$ cat src/rtl/mem_arb_pkg.sv
// mem_arb_pkg: shared types and grant helper for the memory arbiter
package mem_arb_pkg;
   typedef enum logic [1:0] {IDLE, BUSY, DONE} state_t;
   typedef enum logic {REQ_I, REQ_D} req_t;
   typedef enum logic {OP_RD, OP_WR} op_t;
   // On a tie the requester that was not served last wins
   function automatic req_t rr_pick(input logic i_act, input logic d_act, input req_t last);
      return (i_act && d_act) ? (last == REQ_I ? REQ_D : REQ_I) : (d_act ? REQ_D : REQ_I);
   endfunction
endpackage

$ cat src/rtl/mem_arb_watchdog.sv
// mem_arb_watchdog: saturating count of BUSY cycles, flags an unanswered transaction
module mem_arb_watchdog #(
   parameter int TIMEOUT = 256
) (
   input  logic clk,
   input  logic rst,
   input  logic clr,
   input  logic en,
   output logic expired
);
   localparam int W = $clog2(TIMEOUT);
   localparam logic [W-1:0] LAST = W'(TIMEOUT - 1);
   logic [W-1:0] count;
   always_ff @(posedge clk)
      if (rst || clr) count <= '0;
      else if (en && count != LAST) count <= count + 1'b1;
   assign expired = count == LAST;
endmodule

$ cat src/rtl/mem_arbiter.sv
// mem_arbiter: round-robin arbiter sharing one memory port between icache and dcache
module mem_arbiter
   import mem_arb_pkg::*;
#(
   parameter int ADDR_W  = 32,
   parameter int LINE_W  = 128,
   parameter int TIMEOUT = 256
) (
   input  logic              clk,
   input  logic              rst,
   input  logic              i_rd,
   input  logic              i_wr,
   input  logic [ADDR_W-1:0] i_addr,
   input  logic [LINE_W-1:0] i_wdata,
   output logic [LINE_W-1:0] i_rdata,
   output logic              i_resp,
   input  logic              d_rd,
   input  logic              d_wr,
   input  logic [ADDR_W-1:0] d_addr,
   input  logic [LINE_W-1:0] d_wdata,
   output logic [LINE_W-1:0] d_rdata,
   output logic              d_resp,
   output logic              mem_read,
   output logic              mem_write,
   output logic [ADDR_W-1:0] mem_addr,
   output logic [LINE_W-1:0] mem_wdata,
   input  logic [LINE_W-1:0] mem_rdata,
   input  logic              mem_resp,
   output logic              err
);
   state_t state, state_nx;
   req_t id, id_nx, last, last_nx, pick;
   op_t op, op_nx;
   logic abort, abort_nx, wd_clr, wd_en, expired, cap, i_act, d_act;
   logic [ADDR_W-1:0] addr_nx;
   logic [LINE_W-1:0] wdata_nx;
   assign i_act = i_rd | i_wr;
   assign d_act = d_rd | d_wr;
   assign pick = rr_pick(i_act, d_act, last);
   mem_arb_watchdog #(.TIMEOUT(TIMEOUT)) u_wd (
      .clk(clk),
      .rst(rst),
      .clr(wd_clr),
      .en(wd_en),
      .expired(expired)
   );
   always_comb begin
      state_nx = state;
      id_nx = id;
      op_nx = op;
      last_nx = last;
      abort_nx = abort;
      addr_nx = mem_addr;
      wdata_nx = mem_wdata;
      wd_clr = 1'b0;
      wd_en = 1'b0;
      cap = 1'b0;
      case (state)
         IDLE: if (i_act || d_act) begin
            state_nx = BUSY;
            id_nx = pick;
            last_nx = pick;
            abort_nx = 1'b0;
            wd_clr = 1'b1;
            op_nx = (pick == REQ_D ? d_wr : i_wr) ? OP_WR : OP_RD;
            addr_nx = pick == REQ_D ? d_addr : i_addr;
            wdata_nx = pick == REQ_D ? d_wdata : i_wdata;
         end
         BUSY: begin
            wd_en = 1'b1;
            if (mem_resp) begin
               state_nx = DONE;
               cap = op == OP_RD;
            end else if (expired) begin
               state_nx = DONE;
               abort_nx = 1'b1;
            end
         end
         default: state_nx = IDLE;
      endcase
   end
   // Outputs are registered from the next-state values so they change on the same edge as the state
   always_ff @(posedge clk)
      if (rst) begin
         state <= IDLE;
         id <= REQ_I;
         op <= OP_RD;
         last <= REQ_I;
         abort <= 1'b0;
         mem_addr <= '0;
         mem_wdata <= '0;
         mem_read <= 1'b0;
         mem_write <= 1'b0;
         i_resp <= 1'b0;
         d_resp <= 1'b0;
         err <= 1'b0;
         i_rdata <= '0;
         d_rdata <= '0;
      end else begin
         state <= state_nx;
         id <= id_nx;
         op <= op_nx;
         last <= last_nx;
         abort <= abort_nx;
         mem_addr <= addr_nx;
         mem_wdata <= wdata_nx;
         mem_read <= state_nx == BUSY && op_nx == OP_RD;
         mem_write <= state_nx == BUSY && op_nx == OP_WR;
         i_resp <= state_nx == DONE && id_nx == REQ_I;
         d_resp <= state_nx == DONE && id_nx == REQ_D;
         err <= state_nx == DONE && abort_nx;
         if (cap && id == REQ_I) i_rdata <= mem_rdata;
         if (cap && id == REQ_D) d_rdata <= mem_rdata;
      end
endmodule

$ cat config.mk
export PLATFORM = sky130hd
export DESIGN_NAME = mem_arbiter
export DESIGN_NICKNAME = d
export VERILOG_FILES = /design/src/rtl/mem_arb_pkg.sv /design/src/rtl/mem_arb_watchdog.sv /design/src/rtl/mem_arbiter.sv
export SDC_FILE = /design/constraint.sdc
export NUM_CORES = 1
export LEC_CHECK = 0
export CORE_AREA = 2 2 340 342
export DETAILED_ROUTE_END_ITERATION = 12
export DIE_AREA = 0 0 342 344
export PLACE_DENSITY = 0.37
export SETUP_SLACK_MARGIN = 0.15
export SLEW_MARGIN = 30
export SYNTH_ARGS = -nofsm -noshare
export SYNTH_HDL_FRONTEND = slang
export SYNTH_SLANG_ARGS = --single-unit
$ cat constraint.sdc
create_clock -name clk -period 2.2 [get_ports clk]
set_clock_uncertainty 0.15 [all_clocks]
set_input_delay 0.33 -clock clk [delete_from_list [all_inputs] [get_ports clk]]
set_output_delay 0.33 -clock clk [all_outputs]
set_load 0.02 [all_outputs]
# --- Word level (Yosys, flattened, before mapping) ---
# Index checks and enable logic that the tools add are counted.
word_totals:
  ff_bits: 435
  latchBits: 0
  ramBits: 0
  romBits: 0
  input_bits: 455
  output_inout_bits: 421
  elab_cells: 64
  n_memories: 0
classes:
  n_addsub: 1
  multipliers: 0
  n_div: 0
  magnitude_cmp: 0
  n_eq_ne: 5
  n_shift: 0
  muxes: 24
  bitwise: 6
  reduce_logical: 13
op_table:
  columns: ["operator", "count"]
  rows:
  - ["$mux W128", 1]
  - ["$mux W32", 1]
  - ["$mux W1", 17]
  - ["$logic_and A1 B1 Y1", 9]
  - ["$add A8 B1 Y8 const B", 1]
  - ["$eq A8 B8 Y1 const B", 1]
  - ["$ne A8 B8 Y1 const B", 1]
  - ["$mux W2", 3]
  - ["$eq A2 B1 Y1 const B", 2]
  - ["$not A1 Y1", 4]
  - ["$pmux W2 S2", 1]
  - ["$eq A2 B2 Y1 const B", 1]
  - ["$logic_not A2 Y1", 1]
  - ["$logic_or A1 B1 Y1", 2]
  - ["$or A1 B1 Y1", 2]
  - ["$pmux W1 S2", 1]
  - ["$reduce_and A2 Y1", 1]

# --- Logic depth before layout (Yosys ltp) ---
# Gate-level depths: netlist of the first run.
depth:
  ltp_word: 9
  mapped_depth: 7
  mapped_depth_nobuf: 5

# --- Cells and area by module ---
# A second synthesis of the first run with hierarchy kept.
unflattened:
  cells_unflattened: 2011
  area_unflattened_um2: 18481.5
modules_own_cells:
  columns: ["module", "instances", "cells_each", "area_per_inst_um2", "seq_area_each_um2"]
  rows:
  - ["mem_arbiter", 1, 1962, 18056.1, 8548.2]
  - ["mem_arb_watchdog", 1, 49, 425.4, 160.2]

# --- Worst setup path after synthesis of the first run ---
# No wires, ideal clock.
synth_timing:
  path_type: "input-to-reg"
  from: "input port mem_resp"
  to: "register i_rdata[0]"
  setup_time_ps: 132
  arrival_ps: 1481
  required_time_ps: 1918
  path_slack_ps: 436
  stages: 6
  path_buffers: 3
  path_cell_list: "clkbuf_1 or4b_1 clkbuf_1 buf_2 nand2_1 a21oi_1"
synth_via:
  elab_chain_cells: 3
synth_lines:
  columns: ["element", "line", "source"]
  rows:
  - ["start: declaration", "mem_arbiter.sv:28", "input logic mem_resp,"]
  - ["$mux W1", "mem_arbiter.sv:71", "if (mem_resp) begin"]
  - ["$mux W1", "mem_arbiter.sv:58", "case (state)"]
  - ["$logic_and A1 B1 Y1", "mem_arbiter.sv:112", "if (cap && id == REQ_I) i_rdata <= mem_rdata;"]
  - ["end signal: assignment", "mem_arbiter.sv:112", null]
  - ["end: declaration", "mem_arbiter.sv:15", "output logic [LINE_W-1:0] i_rdata,"]
# Every way passes these cells.
# A chain may end at the register's enable or synchronous reset.

# --- Final worst setup path of the first run ---
layout_timing:
  from: "register mem_wdata[60]"
  to: "output port mem_wdata[60]"
layout_rtl:
  columns: ["element", "line", "source"]
  rows:
  - ["start: declaration", "mem_arbiter.sv:26", "output logic [LINE_W-1:0] mem_wdata,"]
  - ["start signal: assignment", "mem_arbiter.sv:106", "mem_wdata <= wdata_nx;"]
# No word-level cell between the ends.

==> flow_summary.html, run 1 <==
<table>
<tr><th>Metric</th><th>Value</th></tr>
<tr><th colspan="2">Timing</th></tr>
<tr><td>Time the final worst path needs with I/O delays and setup</td><td>1.97 ns</td></tr>
<tr><td>Number of max-slew violations in the final report</td><td>0</td></tr>
<tr><td>Timing-limited maximum frequency</td><td>506 MHz</td></tr>
<tr><td>Number of hold violations in the final report</td><td>0</td></tr>
<tr><td>Final worst-path cycle share</td><td>89.8%</td></tr>
<tr><td>Unrepaired setup endpoints after global routing</td><td>true</td></tr>
<tr><td>Total setup violations reported at the end of the flow</td><td>0</td></tr>
<tr><td>Tightest Pin Transition</td><td>0.468 ns</td></tr>
<tr><td>Setup TNS after final layout</td><td>0 ns</td></tr>
<tr><td>Slew margin rel.</td><td>68.9%</td></tr>
<tr><th colspan="2">Cells and area</th></tr>
<tr><td>Most frequent standard cell in the layout excluding fill and tap cells</td><td>nand2_1</td></tr>
<tr><td>Fraction of final layout cells with drive strength greater than 1</td><td>10.0%</td></tr>
<tr><td>Layout area overhead</td><td>75.8%</td></tr>
<tr><td>Final Core Density</td><td>25.9%</td></tr>
<tr><td>Number of non-filler instances in the completed layout</td><td>4,545</td></tr>
<tr><td>Number of nets in the final layout</td><td>3,419</td></tr>
<tr><td>Highest-count cells in the layout ignoring fill and taps</td><td>nand2_1 (675), clkdlybuf4s50_1 (453), dfxtp_1 (434)</td></tr>
<tr><th colspan="2">Worst setup path</th></tr>
<tr><td>Worst path max stage delay</td><td>0.49 ns</td></tr>
<tr><td>CP top delay family</td><td>buffers and inverters</td></tr>
<tr><td>Reg-to-reg setup timing slack</td><td>0.36 ns</td></tr>
<tr><td>Cell chain of the critical path</td><td>clkdlybuf4s15_1</td></tr>
<tr><td>Class of the most critical setup path</td><td>register to output pin</td></tr>
<tr><td>Worst Path Required</td><td>1.72 ns</td></tr>
<tr><td>Endpoint of the worst-slack reg-to-reg timing path</td><td>i_rdata[84]</td></tr>
<tr><td>Number of cells on the worst reg-to-reg path</td><td>5</td></tr>
<tr><td>Data arrival, critical path</td><td>1.49 ns</td></tr>
<tr><td>Launch point of the worst reg-to-reg path</td><td>state[1]</td></tr>
<tr><td>Crit Path Max Fanout</td><td>2</td></tr>
<tr><td>CP max-delay cell</td><td>clkdlybuf4s15_1</td></tr>
<tr><td>Sort of element at the end of the critical path</td><td>output pin</td></tr>
<tr><td>CP startpoint kind</td><td>register</td></tr>
<tr><td>Count of buffering cells on the critical path with inverters included</td><td>1</td></tr>
<tr><th colspan="2">Min path</th></tr>
<tr><td>Hold Crit Start</td><td>i_wdata[98]</td></tr>
<tr><td>Hold-critical path endpoint</td><td>mem_wdata[98]</td></tr>
<tr><td>Class of the tightest hold or removal check</td><td>input pin to register</td></tr>
<tr><td>Hold Crit Depth</td><td>3</td></tr>
<tr><th colspan="2">Floorplan</th></tr>
<tr><td>Starting density of the core</td><td>14.8%</td></tr>
<tr><td>Boundary pin count</td><td>876</td></tr>
<tr><td>Area of the die</td><td>118,000 um^2</td></tr>
<tr><td>Horizontal die dimension</td><td>342 um</td></tr>
<tr><td>Die span in y</td><td>344 um</td></tr>
<tr><td>Placeable core region</td><td>114,000 um^2</td></tr>
<tr><td>Cell row count</td><td>124</td></tr>
<tr><th colspan="2">Power</th></tr>
<tr><td>Power per cell area</td><td>795 nW/um^2</td></tr>
<tr><td>Power dissipated by switching net loads</td><td>7240 uW</td></tr>
<tr><td>Final total power</td><td>23,500 uW</td></tr>
<tr><td>Clk network pwr share</td><td>41.3%</td></tr>
<tr><td>Maximum ir drop on the vdd rail</td><td>629 uV</td></tr>
<tr><td>Cell Int Power</td><td>16,300 uW</td></tr>
<tr><td>Leakage power</td><td>0.0121 uW</td></tr>
<tr><td>Sequential share of power</td><td>37.2%</td></tr>
<tr><td>Switching part of the total</td><td>30.8%</td></tr>
<tr><td>Share of total power in combinational logic</td><td>21.4%</td></tr>
<tr><th colspan="2">Clock tree</th></tr>
<tr><td>Master cell of the clock root buffer</td><td>clkbuf_16</td></tr>
<tr><td>H-tree lvl count</td><td>2</td></tr>
<tr><td>Clk_lat worst skew</td><td>0.67 ns</td></tr>
<tr><td>Clock tree from TritonCTS</td><td>built</td></tr>
<tr><td>Clock input transition at the sequential cells of the worst setup and hold paths</td><td>0.06 ns</td></tr>
<tr><td>Number of buffers inserted by post-CTS setup repair</td><td>0</td></tr>
<tr><td>Bufs on Longest Clock Path</td><td>3</td></tr>
<tr><td>TritonCTS sink count</td><td>435</td></tr>
<tr><td>TritonCTS Buffers</td><td>57</td></tr>
<tr><th colspan="2">Logic synthesis</th></tr>
<tr><td>Top-area cell type share of the netlist area</td><td>51.8%</td></tr>
<tr><td>YS warnings</td><td>0</td></tr>
<tr><td>Post-synthesis mux area share</td><td>0.0596%</td></tr>
<tr><td>Sequential area share after synthesis</td><td>51.8%</td></tr>
<tr><td>Net count after synthesis</td><td>2,548</td></tr>
<tr><td>Count of flip-flops with a built-in enable after synthesis</td><td>0</td></tr>
<tr><td>Synth Area in Adders</td><td>0.0745%</td></tr>
<tr><td>Post-synthesis compound-gate area fraction</td><td>23.2%</td></tr>
<tr><td>Top post-synthesis cells by area</td><td>dfxtp_1 (52%), nand2_1 (15%), a21oi_1 (13%)</td></tr>
<tr><td>Largest family of logic cells by synthesized area</td><td>compound AO/OA/AOI/OAI gates</td></tr>
<tr><td>Main synth FF type</td><td>dfxtp_1</td></tr>
<tr><td>Xor and xnor area share after synthesis</td><td>0.156%</td></tr>
<tr><td>Yosys cell types</td><td>42</td></tr>
<tr><td>Mean instance size in the synthesized netlist</td><td>8.03 um^2</td></tr>
<tr><td>Synthesized flop and latch total</td><td>435</td></tr>
<tr><td>Basic-gate share of the synthesized area counting and, or, nand and nor cells</td><td>19.9%</td></tr>
<tr><td>Cell area after synthesis</td><td>16,800 um^2</td></tr>
<tr><td>Async set or reset register ratio after synthesis</td><td>0%</td></tr>
<tr><td>Number of standard cells after synthesis</td><td>2,092</td></tr>
<tr><td>Cell taking the most area after synthesis</td><td>dfxtp_1</td></tr>
<tr><th colspan="2">Place</th></tr>
<tr><td>Placed Instances</td><td>4,415</td></tr>
<tr><td>Final HPWL DP</td><td>73.1 mm</td></tr>
<tr><td>PortBufs</td><td>875</td></tr>
<tr><td>Global placer's final weighted congestion</td><td>0.823</td></tr>
<tr><th colspan="2">Run status</th></tr>
<tr><td>Status</td><td>finished clean</td></tr>
<tr><th colspan="2">Drt</th></tr>
<tr><td>Drt first-iter violations</td><td>744</td></tr>
<tr><td>Remaining design rule violation count</td><td>0</td></tr>
<tr><td>Vias per cell</td><td>3.90</td></tr>
<tr><td>Wire length after detailed routing</td><td>94.8 mm</td></tr>
<tr><td>Vias</td><td>17.7k</td></tr>
<tr><td>Number of search-and-repair iterations in the first detailed-routing pass</td><td>5</td></tr>
<tr><td>Post-DR wirelength/cell</td><td>20.9 um</td></tr>
<tr><td>Number of nets still failing antenna checks after routing</td><td>0</td></tr>
<tr><th colspan="2">Global routing</th></tr>
<tr><td>First-pass GRT wire length</td><td>133 mm</td></tr>
<tr><td>Maximum number of pins on one net before global-route repair</td><td>78</td></tr>
<tr><td>All-layer global routing usage</td><td>15.4%</td></tr>
<tr><td>Number of antenna violations at the first check in global routing</td><td>35</td></tr>
<tr><td>Vias in the first global route</td><td>18.2k</td></tr>
<tr><td>Gr ovfl total</td><td>0</td></tr>
<tr><th colspan="2">Flow run</th></tr>
<tr><td>Max-cap check violation count</td><td>0</td></tr>
</table>
-- worst register-to-register path: cells and delay by family (launching register included) --
family                 cells  cell delay, ns
and+or+nand+nor            3            0.95
DFF                        1            0.32
AOI/OAI and AO/OA          1            0.06
buffers and inverters      1            0.23
-- synthesized netlist by cell type (2+ instances only) --
| master | n |
|---|---|
| nand2_1 | 676 |
| xor2_1 | 3 |
| a21oi_1 | 422 |
| buf_1 | 3 |
| o32a_1 | 2 |
| clkbuf_1 | 90 |
| buf_4 | 12 |
| nor2_1 | 174 |
| and2_1 | 2 |
| inv_1 | 2 |
| o21ai_0 | 2 |
| o2111ai_1 | 2 |
| a211oi_1 | 77 |
| nand3_1 | 3 |
| dfxtp_1 | 435 |
| a211oi_2 | 84 |
| a22oi_1 | 3 |
| nand2b_1 | 2 |
| and4b_1 | 3 |
| buf_2 | 71 |
| nor3_1 | 3 |
-- state kept, by name (all words and copies together), names as in the netlist, 2 cells and up --
name / count
d_rdata: 128
i_rdata: 128
mem_addr: 32
mem_wdata: 128
state: 2
u_wd.count: 8
-- per-layer routing --
| layer | track usage (%) | vias up | part of all wire, % |
|---|---|---|---|
| met3 | 6.76 | 125 | 9.9 |
| met4 | 5.66 | 12 | 2.4 |
| li1 | - | 8800 | - |
| met2 | 25.8 | 593 | 49 |
| met1 | 17.1 | 8180 | 39 |
| met5 | 0.521 | - | 0.094 |
-- power by group through the flow --
stage | registers (uW) | clock network [uW] | logic (uW)
floorplan | 9510 | 0 | 1720
global placement | 8940 | 0 | 5490
detailed placement | 8930 | 0 | 5470
CTS | 8750 | 10100 | 5130
global route | 8810 | 10400 | 5440
finish | 8740 | 9710 | 5040
-- timing repair --
| action | in CTS | in global routing |
|---|---|---|
| setup endpoints to repair | 421 | 7 |
| hold buffers | 1 | 0 |
| hold endpoints to repair | 18 | 0 |
| cloned | 0 | 0 |
| resized for setup | 434 | 7 |
-- final cells by class --
class / count / area, um^2
Inverter: 2 / 7.51
Multi-Input combinational cell: 1479 / 7310
Clock inverter: 20 / 295
Antenna cell: 26 / 65.1
Clock buffer: 83 / 1630
Timing Repair Buffer: 988 / 9620
Sequential cell: 435 / 8710
Fill cell: 12600 / 84300
Tap cell: 1512 / 1890
-- cells by family after synthesis --
| kind of cell | after synthesis |
|---|---|
| xor gates and xnor gates | 3 |
| DFF | 435 |
| and+or+nand+nor | 873 |
| buffers and inverters | 178 |
| muxes | 1 |
| adders and majority gates | 1 |
| AOI/OAI and AO/OA | 601 |
-- metrics by stage --
step | cell area (um^2) | setup WS (ns) | hold WS [ns]
2_1_floorplan | 16800 | 0.436 | 0.302
3_3_place_gp | 28100 | -0.185 | 0.291
3_5_place_dp | 28100 | -0.219 | 0.296
4_1_cts | 29500 | 0.161 | 0.00720
5_1_grt | 29500 | 0.133 | 0.0317
6_report | 29500 | 0.225 | 0.0710
-- worst max path at each step --
stage	start	endpoint	slack, ns	cells past startpoint
2_1_floorplan	mem_resp	i_rdata[0]	0.44	6
3_3_place_gp	d_rd	mem_wdata[64]	-0.19	6
3_5_place_dp	d_rd	mem_wdata[30]	-0.22	6
4_1_cts	mem_wdata[56]	mem_wdata[56]	0.16	1
5_1_grt	mem_wdata[53]	mem_wdata[53]	0.13	1
6_report	mem_wdata[60]	mem_wdata[60]	0.23	1
Power figures use the tool's default switching activity.
==> run 2: changes to the inputs <==
--- a/config.mk
+++ b/config.mk
@@ -6,6 +6,7 @@
 export NUM_CORES = 1
 export LEC_CHECK = 0
 export CORE_AREA = 2 2 340 342
+export CTS_CLUSTER_SIZE = 24
 export DETAILED_ROUTE_END_ITERATION = 12
 export DIE_AREA = 0 0 342 344
 export PLACE_DENSITY = 0.37
==> results of run 2 <==
Same layout as run 1: the final DEF is identical, and so are final timing and power.
